$ cat config.mk
export PLATFORM = sky130hd
export DESIGN_NAME = clk_div_sched
export DESIGN_NICKNAME = d
export VERILOG_FILES = /design/src/rtl/clk_div_sched_pkg.sv /design/src/rtl/clk_div_sched_core.sv /design/src/rtl/clk_div_sched.sv
export SDC_FILE = /design/constraint.sdc
export NUM_CORES = 1
export LEC_CHECK = 0
export CORE_MARGIN = 1.5
export CORE_UTILIZATION = 54
export CTS_BUF_LIST = sky130_fd_sc_hd__clkbuf_4 sky130_fd_sc_hd__clkbuf_8 sky130_fd_sc_hd__clkbuf_16
export CTS_CLUSTER_SIZE = 40
export DETAILED_ROUTE_END_ITERATION = 10
export GPL_ROUTABILITY_DRIVEN = 0
export HOLD_SLACK_MARGIN = 0.03
export PLACE_DENSITY = 0.93
export SLEW_MARGIN = 20
export SYNTH_ARGS = -nofsm -noshare
export SYNTH_HDL_FRONTEND = slang
export SYNTH_SLANG_ARGS = --single-unit
export TNS_END_PERCENT = 50
$ cat constraint.sdc
create_clock -name i_Clk -period 10.6 [get_ports i_Clk]
set_clock_uncertainty 0.05 [all_clocks]
set_input_delay 1.59 -clock i_Clk [delete_from_list [all_inputs] [get_ports i_Clk]]
set_output_delay 1.59 -clock i_Clk [all_outputs]
set_load 0.05 [all_outputs]
$ cat src/rtl/clk_div_sched_pkg.sv
// Shared definitions for the clock-divider scheduler: FSM encoding and default sizes.
package clk_div_sched_pkg;

  typedef enum logic [1:0] {
    ST_IDLE = 2'd0,
    ST_LOAD = 2'd1,
    ST_RUN  = 2'd2
  } state_t;

  localparam int DEF_WIDE  = 32;
  localparam int DEF_N_REQ = 4;
  localparam int DEF_PER_W = 8;

endpackage

$ cat src/rtl/clk_div_sched_core.sv
// Half-period counter and divided-clock flop; strobes when the next toggle is a 1->0 fall.
module clk_div_sched_core
  import clk_div_sched_pkg::*;
#(
  parameter int WIDE = DEF_WIDE
) (
  input  logic            i_Clk,
  input  logic            i_Rst,
  input  logic            enable,
  input  logic            load,
  input  logic [WIDE-1:0] half_div,
  output logic            o_Clk,
  output logic            fall_stb
);

  logic [WIDE-1:0] cnt_r;
  logic            clk_r;
  logic            terminal_s;

  assign terminal_s = (cnt_r == (half_div - WIDE'(1)));
  assign fall_stb   = enable & terminal_s & clk_r;
  assign o_Clk      = clk_r;

  // Counter and output clock; both held clear whenever the block is not running
  always_ff @(posedge i_Clk or posedge i_Rst) begin
    if (i_Rst) begin
      cnt_r <= {WIDE{1'b0}};
      clk_r <= 1'b0;
    end else if (load) begin
      cnt_r <= {WIDE{1'b0}};
      clk_r <= 1'b0;
    end else if (enable) begin
      if (terminal_s) begin
        cnt_r <= {WIDE{1'b0}};
        clk_r <= ~clk_r;
      end else begin
        cnt_r <= cnt_r + WIDE'(1);
        clk_r <= clk_r;
      end
    end else begin
      cnt_r <= {WIDE{1'b0}};
      clk_r <= 1'b0;
    end
  end

endmodule

$ cat src/rtl/clk_div_sched.sv
// Arbitrates requesters and runs a divided clock for the granted one's period count.
// Define CLK_DIV_SCHED_PRIO_EN for fixed lowest-index priority instead of round-robin.
module clk_div_sched
  import clk_div_sched_pkg::*;
#(
  parameter int WIDE  = DEF_WIDE,
  parameter int N_REQ = DEF_N_REQ,
  parameter int PER_W = DEF_PER_W
) (
  input  logic                    i_Clk,
  input  logic                    i_Rst,
  input  logic [N_REQ-1:0]        i_Req,
  input  logic [N_REQ*WIDE-1:0]   i_Div,
  input  logic [N_REQ*PER_W-1:0]  i_Per,
  output logic [N_REQ-1:0]        o_Grant,
  output logic                    o_Clk,
  output logic                    o_Busy,
  output logic                    o_Err
);

  localparam int IDX_W = (N_REQ > 1) ? $clog2(N_REQ) : 1;

  state_t             state_r, state_nxt_s;
  logic [N_REQ-1:0]   grant_r;
  logic [IDX_W-1:0]   ptr_r, ptr_nxt_s, start_s, sel_s;
  logic [WIDE-1:0]    half_r, div_sel_s;
  logic [PER_W-1:0]   per_r, done_r, per_sel_s;
  logic               err_r, busy_r, abort_r;
  logic               found_s, valid_s, accept_s, reject_s;
  logic               req_held_s, fall_s, last_s, abort_now_s;
  logic [2*N_REQ-1:0] rot_s;

`ifdef CLK_DIV_SCHED_PRIO_EN
  assign start_s = {IDX_W{1'b0}};
`else
  assign start_s = ptr_r;
`endif

  // Find the first requester at or after the search start, wrapping around
  always_comb begin
    int off_v;
    int sel_v;
    off_v   = 0;
    sel_v   = 0;
    found_s = 1'b0;
    rot_s   = {i_Req, i_Req} >> start_s;
    for (int j = N_REQ - 1; j >= 0; j--) begin
      if (rot_s[j]) begin
        found_s = 1'b1;
        off_v   = j;
      end else begin
        found_s = found_s;
      end
    end
    sel_v = int'(start_s) + off_v;
    if (sel_v >= N_REQ) begin
      sel_v = sel_v - N_REQ;
    end else begin
      sel_v = sel_v;
    end
    sel_s = IDX_W'(sel_v);
  end

  // Pick out the selected requester's divisor and period count
  always_comb begin
    div_sel_s = {WIDE{1'b0}};
    per_sel_s = {PER_W{1'b0}};
    for (int k = 0; k < N_REQ; k++) begin
      if (sel_s == IDX_W'(k)) begin
        div_sel_s = i_Div[k*WIDE +: WIDE];
        per_sel_s = i_Per[k*PER_W +: PER_W];
      end else begin
        div_sel_s = div_sel_s;
      end
    end
  end

  assign valid_s     = (div_sel_s != {WIDE{1'b0}}) & ~div_sel_s[0];
  assign accept_s    = (state_r == ST_IDLE) & found_s & valid_s;
  assign reject_s    = (state_r == ST_IDLE) & found_s & ~valid_s;
  assign req_held_s  = |(i_Req & grant_r);
  assign abort_now_s = abort_r | ~req_held_s;
  assign last_s      = ((done_r + PER_W'(1)) == per_r);

`ifdef CLK_DIV_SCHED_PRIO_EN
  assign ptr_nxt_s = {IDX_W{1'b0}};
`else
  assign ptr_nxt_s = (sel_s == IDX_W'(N_REQ - 1)) ? {IDX_W{1'b0}} : (sel_s + IDX_W'(1));
`endif

  // Next-state logic; only IDLE arbitrates, exits from RUN happen on a clock fall
  always_comb begin
    state_nxt_s = state_r;
    case (state_r)
      ST_IDLE: begin
        if (accept_s) begin
          state_nxt_s = ST_LOAD;
        end else begin
          state_nxt_s = ST_IDLE;
        end
      end
      ST_LOAD: state_nxt_s = ST_RUN;
      ST_RUN: begin
        if (fall_s && (last_s || abort_now_s)) begin
          state_nxt_s = ST_IDLE;
        end else begin
          state_nxt_s = ST_RUN;
        end
      end
      default: state_nxt_s = ST_IDLE;
    endcase
  end

  // State, grant, pointer and the job parameters latched at grant time
  always_ff @(posedge i_Clk or posedge i_Rst) begin
    if (i_Rst) begin
      state_r <= ST_IDLE;
      grant_r <= {N_REQ{1'b0}};
      ptr_r   <= {IDX_W{1'b0}};
      half_r  <= {WIDE{1'b0}};
      per_r   <= {PER_W{1'b0}};
      done_r  <= {PER_W{1'b0}};
      err_r   <= 1'b0;
      busy_r  <= 1'b0;
      abort_r <= 1'b0;
    end else begin
      state_r <= state_nxt_s;
      err_r   <= reject_s;
      busy_r  <= (state_nxt_s != ST_IDLE);
      case (state_r)
        ST_IDLE: begin
          if (found_s) begin
            ptr_r <= ptr_nxt_s;
          end
          if (accept_s) begin
            grant_r <= {{(N_REQ-1){1'b0}}, 1'b1} << sel_s;
            half_r  <= div_sel_s >> 1;
            per_r   <= (per_sel_s == {PER_W{1'b0}}) ? PER_W'(1) : per_sel_s;
            done_r  <= {PER_W{1'b0}};
            abort_r <= 1'b0;
          end
        end
        ST_LOAD: begin
          done_r <= {PER_W{1'b0}};
        end
        ST_RUN: begin
          if (!req_held_s) begin
            abort_r <= 1'b1;
          end
          if (fall_s) begin
            done_r <= done_r + PER_W'(1);
          end
          if (state_nxt_s == ST_IDLE) begin
            grant_r <= {N_REQ{1'b0}};
          end
        end
        default: begin
          grant_r <= {N_REQ{1'b0}};
        end
      endcase
    end
  end

  clk_div_sched_core #(
    .WIDE(WIDE)
  ) u_core (
    .i_Clk    (i_Clk),
    .i_Rst    (i_Rst),
    .enable   (state_r == ST_RUN),
    .load     (state_r == ST_LOAD),
    .half_div (half_r),
    .o_Clk    (o_Clk),
    .fall_stb (fall_s)
  );

  assign o_Grant = grant_r;
  assign o_Busy  = busy_r;
  assign o_Err   = err_r;

endmodule

==> run_results.csv <==
group,metric,value,unit
min_path,hold_depth,2,
synth,synth_xor_area_share,10.6,%
clocking,holdBufCountCts,0,
routing,vias,7043,
synth,ys_types,79,
sta,rsz0062_at_grt,"no",
min_path,hold_path_class,"reg -> reg",
sta,setup_tns,0,ns
clocking,cts-buffers-inserted,9,
die,io_pins,173,
setup_path,path_cells,"clkdlybuf4s50_1 -> nand3b_1 -> a21oi_1 -> a21oi_1 -> o221ai_1 -> ha_1 -> xor2_1 -> xor2_1 -> ha_1 -> buf_4 -> inv_1 -> o22ai_1 -> o22ai_1 -> or4_1 -> nor4_1 -> a21o_1 -> inv_2 -> nor2_1 -> o2bb2a_1 -> o22ai_1",
pwr,powerDensity,311,nW/µm²
global_routing,grt_pass1_wl,31800,µm
pwr,p_leak,3.56,nW
setup_path,path_buf_inv,4,
setup_path,timing.rr.end,"done_r[2]",
global_routing,grt_pass1_vias,6536,
sta,finalSetupViolations,0,
place,dp_hpwl,15500,µm
cells_and_area,final_util,71.7,%
cells_and_area,mostFrequentLayoutCells,"172 x clkdlybuf4s50_1, 91 x dfrtp_1, 88 x nor2_1",
routing,vias_per_cell,6.16,
sta,min_period,7.01,ns
clocking,cts_num_sinks,91,
clocking,clkLatencyLatePin,0.35,ns
pwr,ir_worst_vdd,0.286,mV
synth,avgSynthCellArea,8.32,µm²
synth,muxShareOfSynthArea,4.06,%
global_routing,grt_start_max_net_pins,54,
routing,route.detailed.drc,0,
setup_path,ff2ff_setup_slack,4.90,ns
clocking,htree_levels,3,
setup_path,crit_slowest_cell,"clkdlybuf4s50_1",
cells_and_area,nNetsFinal,1140,
synth,synth_compound_area_share,20.3,%
setup_path,crit_arrival,7.23,ns
place,pre_cts_slack,3.33,ns
pwr,clkPwrFrac,12.5,%
synth,syn_inst,827,
cells_and_area,n_antenna_cell,0,
synth,synth_adder_area_share,1.45,%
clocking,cts_tree,"built",
routing,wire_per_inst,17.6,µm
pwr,seq_power_share,21.5,%
synth,synth_simple_gate_area_share,25.8,%
synth,synth_seq_cells,91,
sta,fin_crit_sh,66.1,%
place,portBuffers,172,
setup_path,cp_data_required_time,10.82,ns
clocking,cts-resized-gates,0,
cells_and_area,drive_gt1_share,6.08,%
cells_and_area,layout_commonest_cell,"clkdlybuf4s50_1",
setup_path,timing.rr.start,"ptr_r[0]",
sta,tightest_slew,0.993,ns
routing,drtPass1Iterations,5,
global_routing,antenna_found_initial,0,
clocking,cts_buffer_depth,2,
die,core_area,12500,µm²
cells_and_area,syn_to_final_growth,30.4,%
min_path,hold_end,"per_r[5]",
global_routing,grt-ovfl-total,0,
pwr,p_sw_share,50.4,%
pwr,combPwrFrac,66.0,%
synth,synth_warnings,0,
synth,synth_top_family_by_area,"simple AND/OR/NAND/NOR gates",
die,start_util,55.0,%
setup_path,path_common_cell,"o22ai_1",
pwr,p_sw,1.41,mW
run_status,run_status,"finished clean",
die,die_x,116,µm
synth,syn-num-nets,1001,
synth,async_flop_share,100,%
clocking,cts_setup_buffers,0,
die,row_count,41,
die,dieArea,13400,µm²
sta,final_hold_viol_count,0,
sta,final_max_slew_viol_count,0,
routing,first_iter_violations,548,
clocking,root_buffer,"clkbuf_16",
routing,detail-route-antenna-nets,0,
synth,synth_area,6880,µm²
min_path,hold_path_startpoint,"per_r[5]",
sta,max-slew-margin-rel,33.6,%
global_routing,grtUsageTotal,30.2,%
setup_path,crit_type,"in -> reg",
setup_path,critPathTopFamily,"buffers and inverters",
clocking,cts.clk_slew.worst_paths,0.06,ns
sta,postLayoutSetupSlackWorst,3.59,ns
synth,synthFlopType,"dfrtp_1",
setup_path,startpoint_type,"input port",
synth,synth_edf_count,0,
setup_path,end_kind,"flop",
setup_path,cp_max_fo,38,
pwr,p_int,1.38,mW
job,drv_cap,0,
synth,yosysSeqAreaShare,33.1,%
sta,clock.fmax,0.143,GHz
setup_path,slowest_delay,0.62,ns
setup_path,reg2regPathDepth,20,
routing,drt_wl_total,20100,µm
die,fp.dieH,116,µm
cell families after synthesis:
logic type	count (synthesis)
compound gates	197
xor+xnor	83
fa+ha+maj	8
buf+inv	76
flops	91
mux	26
simple gates	346
worst register-to-register path: cells and delay by family, from the launching register on:
kind	cells	cell delay [ns]
adder cells (fa/ha/maj)	2	0.74
flip-flops	1	0.52
buffers and inverters	3	1.03
AO/OA/AOI/OAI	8	1.39
XOR/XNOR	2	0.45
AND/OR/NAND/NOR	5	1.43
stage by stage:
stage	hold WS (ns)	total power, mW	instances	instance area, µm²
after global placement	0.435	2.35	1127	8640
after global routing	0.479	3.00	1143	8970
after floorplan	0.418	1.95	827	6880
final	0.463	2.79	1143	8970
after detailed placement	0.448	2.40	1127	8640
after CTS	0.466	2.76	1143	8970
synth_stat cells (14+ instances only):
cell type	instances	area (µm²)
nor3_1	17	85.1
a221oi_1	15	131
o22ai_1	16	100
clkbuf_1	33	124
nor2_1	88	330
dfrtp_1	91	2280
xnor2_1	43	377
o21ai_0	33	165
mux2_2	14	158
inv_1	25	93.8
o31ai_1	21	158
and3_1	15	93.8
nand2_1	84	315
a21oi_1	28	140
nand3_1	36	180
xor2_1	40	350
a22oi_1	17	128
registers in the layout (all words and copies together), names as in the netlist, 2 cells and up:
name / count
done_r: 8
ptr_r: 2
per_r: 8
state_r: 2
o_Grant: 4
half_r: 31
u_core.cnt_r: 32
routing by layer:
| layer | wire length, µm | up-vias | track usage [%] | part of all wire, % |
|---|---|---|---|---|
| li1 | - | 3304 | - | - |
| met1 | 8160 | 3291 | 40.1 | 41 |
| met2 | 9540 | 381 | 48.1 | 47 |
| met3 | 1660 | 67 | 6.28 | 8.3 |
| met4 | 734 | 0 | 12.5 | 3.7 |
| met5 | 0 | - | 0 | 0 |
worst max-delay path by stage:
stage / start / endpoint / slack, ns / cells past startpoint
after floorplan: i_Req[2] / half_r[29] / 5.01 / 22
after global placement: i_Req[1] / done_r[2] / 3.65 / 20
after detailed placement: i_Req[1] / done_r[2] / 3.33 / 20
after CTS: i_Req[1] / done_r[2] / 3.65 / 20
after global routing: i_Req[1] / done_r[7] / 3.09 / 20
final: i_Req[1] / done_r[2] / 3.59 / 20
power groups by stage:
| stage | clock [mW] | combinational [mW] | sequential (mW) |
|---|---|---|---|
| finish | 0.349 | 1.84 | 0.600 |
| floorplan | 0 | 1.40 | 0.552 |
| CTS | 0.349 | 1.82 | 0.593 |
| detailed placement | 0 | 1.81 | 0.597 |
| global placement | 0 | 1.76 | 0.595 |
| global route | 0.367 | 2.02 | 0.612 |
cell type report:
type | count | area [µm²]
multi-input combinational | 660 | 4280
clock inverter | 7 | 103
timing repair buffer | 178 | 1770
fill | 931 | 3550
inverter | 26 | 98.8
clock buffer | 9 | 225
tap | 172 | 215
sequential | 91 | 2280
(Power assumes the default switching activity.)
